$ cat src/rtl/fd_skid_stage.sv
// fd_skid_stage: fetch/decode pipeline stage with valid/ready handshakes,
// a one-entry skid buffer, synchronous flush, NOP bubbles on the output,
// and saturating stall/flush counters for performance debug.
module fd_skid_stage #(
  parameter int                  INSTR_W   = 20,
  parameter int                  PC_W      = 16,
  parameter logic [INSTR_W-1:0]  NOP_INSTR = '0,
  parameter int                  CNT_W     = 16
) (
  input  logic               clk,
  input  logic               reset,
  input  logic               flush,
  input  logic               in_valid,
  output logic               in_ready,
  input  logic [PC_W-1:0]    in_pc,
  input  logic [INSTR_W-1:0] in_instr,
  output logic               out_valid,
  input  logic               out_ready,
  output logic [PC_W-1:0]    out_pc,
  output logic [INSTR_W-1:0] out_instr,
  output logic [CNT_W-1:0]   stall_cnt,
  output logic [CNT_W-1:0]   flush_cnt
);

  // State encoding is {main_valid, skid_valid}; the skid is only ever full
  // while the main entry is full, so 2'b01 is unreachable.
  typedef enum logic [1:0] {
    S_EMPTY = 2'b00,
    S_ONE   = 2'b10,
    S_TWO   = 2'b11
  } state_e;

  localparam logic [CNT_W-1:0] CNT_ONE = CNT_W'(1);
  localparam logic [CNT_W-1:0] CNT_MAX = '1;

  state_e             state_q, state_d;
  logic [PC_W-1:0]    main_pc_q, main_pc_d;
  logic [INSTR_W-1:0] main_instr_q, main_instr_d;
  logic [PC_W-1:0]    skid_pc_q, skid_pc_d;
  logic [INSTR_W-1:0] skid_instr_q, skid_instr_d;
  logic [CNT_W-1:0]   stall_cnt_q, stall_cnt_d;
  logic [CNT_W-1:0]   flush_cnt_q, flush_cnt_d;

  logic main_valid;
  logic skid_valid;
  logic in_fire;
  logic out_fire;

  assign main_valid = (state_q != S_EMPTY);
  assign skid_valid = (state_q == S_TWO);

  // in_ready uses only registered skid state plus flush/reset, so out_ready
  // never reaches it combinationally.
  assign in_ready = ~skid_valid & ~flush & ~reset;
  assign in_fire  = in_valid & in_ready;
  assign out_fire = main_valid & out_ready;

  assign out_valid = main_valid;
  assign out_pc    = main_pc_q;
  assign out_instr = main_valid ? main_instr_q : NOP_INSTR;
  assign stall_cnt = stall_cnt_q;
  assign flush_cnt = flush_cnt_q;

  // Next-state and datapath: reset beats flush, flush beats any handshake.
  always_comb begin
    state_d      = state_q;
    main_pc_d    = main_pc_q;
    main_instr_d = main_instr_q;
    skid_pc_d    = skid_pc_q;
    skid_instr_d = skid_instr_q;
    if (reset) begin
      state_d      = S_EMPTY;
      main_pc_d    = '0;
      main_instr_d = NOP_INSTR;
      skid_pc_d    = '0;
      skid_instr_d = NOP_INSTR;
    end else if (flush) begin
      // Keep the redirect PC visible on out_pc while the stage is empty.
      state_d   = S_EMPTY;
      main_pc_d = in_pc;
    end else begin
      unique case (state_q)
        S_EMPTY: begin
          if (in_fire) begin
            state_d      = S_ONE;
            main_pc_d    = in_pc;
            main_instr_d = in_instr;
          end
        end
        S_ONE: begin
          if (in_fire && out_fire) begin
            main_pc_d    = in_pc;
            main_instr_d = in_instr;
          end else if (out_fire) begin
            state_d = S_EMPTY;
          end else if (in_fire) begin
            state_d      = S_TWO;
            skid_pc_d    = in_pc;
            skid_instr_d = in_instr;
          end
        end
        S_TWO: begin
          // Skid is older than anything fetch offers next, so it moves up.
          if (out_fire) begin
            state_d      = S_ONE;
            main_pc_d    = skid_pc_q;
            main_instr_d = skid_instr_q;
          end
        end
        default: state_d = S_EMPTY;
      endcase
    end
  end

  // Saturating performance counters; flush cycles are not stalls.
  always_comb begin
    stall_cnt_d = stall_cnt_q;
    flush_cnt_d = flush_cnt_q;
    if (reset) begin
      stall_cnt_d = '0;
      flush_cnt_d = '0;
    end else begin
      if (flush) begin
        if (flush_cnt_q != CNT_MAX) flush_cnt_d = flush_cnt_q + CNT_ONE;
      end else if (main_valid && !out_ready) begin
        if (stall_cnt_q != CNT_MAX) stall_cnt_d = stall_cnt_q + CNT_ONE;
      end
    end
  end

  // State register; reset is folded into the _d logic above.
  always_ff @(posedge clk) begin
    state_q      <= state_d;
    main_pc_q    <= main_pc_d;
    main_instr_q <= main_instr_d;
    skid_pc_q    <= skid_pc_d;
    skid_instr_q <= skid_instr_d;
    stall_cnt_q  <= stall_cnt_d;
    flush_cnt_q  <= flush_cnt_d;
  end

endmodule
$ cat config.mk
export PLATFORM = sky130hd
export DESIGN_NAME = fd_skid_stage
export DESIGN_NICKNAME = d
export VERILOG_FILES = /design/src/rtl/fd_skid_stage.sv
export SDC_FILE = /design/constraint.sdc
export NUM_CORES = 1
export LEC_CHECK = 0
export BUFFER_PORTS_ARGS = -buffer_cell sky130_fd_sc_hd__clkbuf_2
export CORE_AREA = 4 4 103 179
export DETAILED_ROUTE_END_ITERATION = 16
export DIE_AREA = 0 0 107 183
export GPL_TIMING_DRIVEN = 0
export PLACE_DENSITY = 0.55
export SLEW_MARGIN = 20
export SYNTH_ARGS = -nofsm -noshare
export SYNTH_HDL_FRONTEND = slang
export SYNTH_SLANG_ARGS = --single-unit
$ cat constraint.sdc
create_clock -name clk -period 2.6 [get_ports clk]
set_clock_uncertainty 0.1 [all_clocks]
set_input_delay 0.26 -clock clk [delete_from_list [all_inputs] [get_ports clk]]
set_output_delay 0.26 -clock clk [all_outputs]
set_load 0.03 [all_outputs]
=== Yosys cells after proc, flatten, opt, wreduce, memory -nomap -nowiden ===
Cells that the tools add are included.
Widths: inputs -> output; s select.

* Output and inout bits: 70
* Bits in registers: 106
* Bits of input ports: 41

* Eq/ne operators: 12
* Reductions and logical operators: 14
* Multiplexer cells: 16
* Bitwise logic cells: 9
* $add $sub $neg: 2

{| class="wikitable"
|+ Operator list
! operator !! number
|-
| $mux 20 || 4
|-
| $mux 16 || 4
|-
| $pmux 20 s3 || 1
|-
| $pmux 16 s3 || 1
|-
| $add 16x1->16 const B || 2
|-
| $ne 16x16->1 const B || 2
|-
| $mux 2 || 5
|-
| $reduce_and 5->1 || 2
|-
| $ne 3x3->1 const B || 3
|-
| $reduce_and 4->1 || 2
|-
| $ne 2x2->1 const B || 3
|-
| $pmux 2 s3 || 1
|-
| $not 1->1 || 5
|-
| $and 1x1->1 || 4
|-
| $eq 2x2->1 const B || 2
|-
| $reduce_bool 4->1 || 1
|-
| $ne 3x2->1 const B || 1
|-
| $reduce_and 3->1 || 1
|-
| $reduce_bool 3->1 || 1
|-
| $logic_and 1x1->1 || 2
|-
| $logic_not 2->1 || 1
|-
| $ne 2x1->1 const B || 1
|-
| $reduce_and 2->1 || 1
|-
| $reduce_bool 2->1 || 1
|-
| 2 further kinds || 2
|}

=== Longest topological paths before layout ===
* Depth in word-level cells: 9
* Gate-level depth with buffers: 9
* Depth with buffers taken out: 6

=== Least setup slack after synthesis ===
No wires, ideal clock.

* Kind: register to output
* From: register state_q[0]
* To: output port in_ready
* Stages on the path, launching flop included: 5
* Data required time: 2.240 ns
* Path buffers: 2
* Path slack: 0.521 ns
* Arrival: 1.719 ns
* Cells stage by stage: dfxtp_1 -> ha_1 -> buf_2 -> buf_1 -> nor3_1

* Longest elaborated chain between the ends: 4

{| class="wikitable"
|+ Ends and longest elaborated chain
! what !! line !! text
|-
| start, declared || 36 || <nowiki>state_e state_q, state_d;</nowiki>
|-
| start signal, assigned || 133 || <nowiki>state_q <= state_d;</nowiki>
|-
| $eq 2x2->1 || 50 || <nowiki>assign skid_valid = (state_q == S_TWO);</nowiki>
|-
| $not 1->1 || 54 || <nowiki>assign in_ready = ~skid_valid & ~flush & ~reset;</nowiki>
|-
| $and 1x1->1 (2 in series) || 54 ||
|-
| end, declared || 14 || <nowiki>output logic in_ready,</nowiki>
|}

No other way between the ends.

=== Final worst setup path ===
Same ends and word-level chain as after synthesis.

==> flow_metrics.env <==
export IMPL_status="completed"
export IMPL_pwr_share_seq_pct=50.4
export IMPL_power_frac_clock_pct=40.2
export IMPL_floorplan_initialDensity_pct=29.8
export IMPL_path_class="reg -> out"
export IMPL_drt_wl_total_mm=14.6
export IMPL_crit_path_end_kind="output port"
export IMPL_synth_distinct_cells=58
export IMPL_synth_top_area_share_pct=42.3
export IMPL_grt_pass1_wl_mm=23.6
export IMPL_htree_levels=3
export IMPL_nNetsFinal=749
export IMPL_hp_class="in -> reg"
export IMPL_power_density_nw_per_um2=545
export IMPL_overflow=0
export IMPL_switching_share_pct=27.0
export IMPL_drv_slew=0
export IMPL_post_route_period_util_pct=95.0
export IMPL_cts_tree="built"
export IMPL_worst_slew_pin_slew_ps=781
export IMPL_cts_hold_buf=0
export IMPL_ioPinCount=111
export IMPL_hold_viol_final=0
export IMPL_cap_violations=0
export IMPL_cp_slowest_stage_delay_ps=570
export IMPL_synth_cell_area_sq_um=5020
export IMPL_whs_ps=41.3
export IMPL_p_int_mw=2.44
export IMPL_cts_resized=0
export IMPL_synthArstFlopShare_pct=0
export IMPL_tns_ps=0
export IMPL_antennaDiodeCount=0
export IMPL_p_switching_mw=0.904
export IMPL_finalCriticalPeriod_ps=2470
export IMPL_reg2reg_depth=7
export IMPL_critPathMaxFanout=10
export IMPL_syn_nets=630
export IMPL_post_cts_buffers=0
export IMPL_ant_nets=0
export IMPL_synthTopCellsByArea="dfxtp_1 (42%), a21oi_1 (7.8%), mux2i_1 (7.8%)"
export IMPL_via_per_inst=4.92
export IMPL_ys_seq_area_share_pct=42.3
export IMPL_syn_area_per_cell_sq_um=8.61
export IMPL_ys_ff_latch=106
export IMPL_slew_headroom_pct=48.0
export IMPL_rows=63
export IMPL_drc=0
export IMPL_gp_routability_congestion=0.821
export IMPL_grt_total_usage_pct=15.2
export IMPL_crit_path_top_delay_cell="buf_1"
export IMPL_fmax_mhz=405
export IMPL_vias=4591
export IMPL_antenna_found_initial=0
export IMPL_fp_dieW_um=107
export IMPL_cp_arrival_ps=2110
export IMPL_wl_per_cell_um=15.6
export IMPL_core_area_sq_um=16900
export IMPL_setup_viol=0
export IMPL_multiInputGateArea_sq_um=2640
export IMPL_rsz0062_at_grt="no"
export IMPL_grt_max_degree=20
export IMPL_worstPathCellList="ha_1, buf_2, buf_1, nor3_1, clkbuf_2"
export IMPL_required_ps=2240
export IMPL_clockRootBuffer="clkbuf_16"
export IMPL_final_cell_mix="clkbuf_2 (111), dfxtp_1 (106), nand2_1 (85), a21oi_1 (78), mux2i_1 (39)"
export IMPL_p_leak_nw=2.28
export IMPL_dieArea_sq_um=19600
export IMPL_drive_gt1_share_pct=23.2
export IMPL_synth_top_cell_by_area="dfxtp_1"
export IMPL_power_mw=3.35
export IMPL_clk_pin_slew_ps=80
export IMPL_first_pass_iters=4
export IMPL_holdPathStages=3
export IMPL_clockBufferDepth=2
export IMPL_start_kind="register"
export IMPL_seq_area_sq_um=2120
export IMPL_detailed_place_hpwl_mm=11.2
export IMPL_yosys_warnings=0
export IMPL_synthCells=583
export IMPL_synth_flop_cell="dfxtp_1"
export IMPL_clock_latency_ps=350
export IMPL_dr_first_iter_drc_count=125
export IMPL_portBuffers=108
export IMPL_syn_to_final_growth_pct=22.3
export IMPL_numCtsBuffers=9
export IMPL_final_common_cell="clkbuf_2"
export IMPL_combPwrFrac_pct=9.4
export IMPL_nFillCells=1867
export IMPL_ir_drop_mv=0.383
export IMPL_synth_edf_count=0
export IMPL_first_global_vias=4578
export IMPL_die_height_um=183
export IMPL_cts_num_sinks=106
[registers in the layout, indices dropped and copies added (netlist names)]
register	flops
stall_cnt	16
flush_cnt	16
state_q	2
out_pc	16
main_instr_q	20
skid_pc_q	16
skid_instr_q	20
[Yosys cell counts (3+ instances only)]
| cell | instances |
|---|---|
| nor2b_1 | 22 |
| nand4_1 | 9 |
| nand2_1 | 85 |
| inv_1 | 10 |
| buf_4 | 4 |
| nor4_1 | 5 |
| buf_1 | 3 |
| buf_2 | 13 |
| or4_1 | 10 |
| nand3_1 | 17 |
| o41ai_1 | 4 |
| ha_1 | 6 |
| and4_1 | 3 |
| nand2b_1 | 3 |
| a211oi_1 | 36 |
| o31ai_1 | 13 |
| or3_1 | 6 |
| mux2i_1 | 39 |
| a21oi_1 | 78 |
| dfxtp_1 | 106 |
| nor2_1 | 12 |
| clkbuf_1 | 19 |
| o21ai_0 | 8 |
| buf_6 | 4 |
| nor3_1 | 26 |
| and3_1 | 3 |
[final cells by class]
cell class,count,share of cell area (%)
multi-input combinational,423,43.0
sequential,106,34.6
timing repair buffer,108,8.81
tap,227,4.63
buffer,43,3.69
clock buffer,9,3.67
clock inverter,7,0.999
inverter,11,0.673
[stage by stage]
stage | setup slack, ps | area, sq um | std cells | util [%]
5_1_grt | 12.5 | 6140 | 934 | 36.4
2_1_floorplan | 521 | 5020 | 583 | -
4_1_cts | 41.1 | 6130 | 934 | 36.3
3_3_place_gp | 18.1 | 5840 | 918 | 34.6
3_5_place_dp | 46.7 | 5840 | 918 | 34.6
6_report | 130 | 6140 | 934 | 36.4
[routing by layer]
metal | share of wire (%) | routed length, um | vias up | global-route usage [%]
li1 | - | - | 2363 | -
met1 | 39 | 5730 | 2122 | 16.7
met2 | 55 | 8010 | 85 | 28.4
met3 | 3.7 | 543 | 21 | 2.61
met4 | 2.3 | 333 | 0 | 5.99
met5 | 0 | 0 | - | 0
[critical path, delay by kind of cell (launching register included)]
family	cells	cell delay (ps)
adder cells (fa/ha/maj)	1	160
buffers and inverters	3	1030
flip-flops	1	400
AND/OR/NAND/NOR	1	170
[final timing paths]
check	end	slack (ps)	start
worst max-delay path	in_ready	130	state_q[0]$_SDFFE_PP0P_
worst min-delay path	skid_pc_q[3]$_SDFFE_PP0P_	40	in_pc[3]
worst max register to register	skid_instr_q[12]$_SDFFE_PP0P_	220	state_q[0]$_SDFFE_PP0P_
worst min register to register	skid_instr_q[13]$_SDFFE_PP0P_	350	skid_instr_q[13]$_SDFFE_PP0P_
[cells by family after synthesis]
kind of cell             Yosys count  synth area share, %
multiplexers                      40                 8.00
AO/OA/AOI/OAI                    159                 20.0
buffers and inverters             54                 5.26
flip-flops                       106                 42.3
AND/OR/NAND/NOR                  218                 23.0
adder cells (fa/ha/maj)            6                 1.50
[power by group through the flow]
| stage | Combinational (mW) | Sequential, mW | Clock, mW |
|---|---|---|---|
| detailed placement | 0.321 | 1.73 | 0 |
| CTS | 0.322 | 1.69 | 1.39 |
| global route | 0.350 | 1.69 | 1.45 |
| finish | 0.315 | 1.69 | 1.34 |
| floorplan | 0.157 | 1.76 | 0 |
| global placement | 0.320 | 1.73 | 0 |
Note: power is estimated with default switching activity, not from simulation.
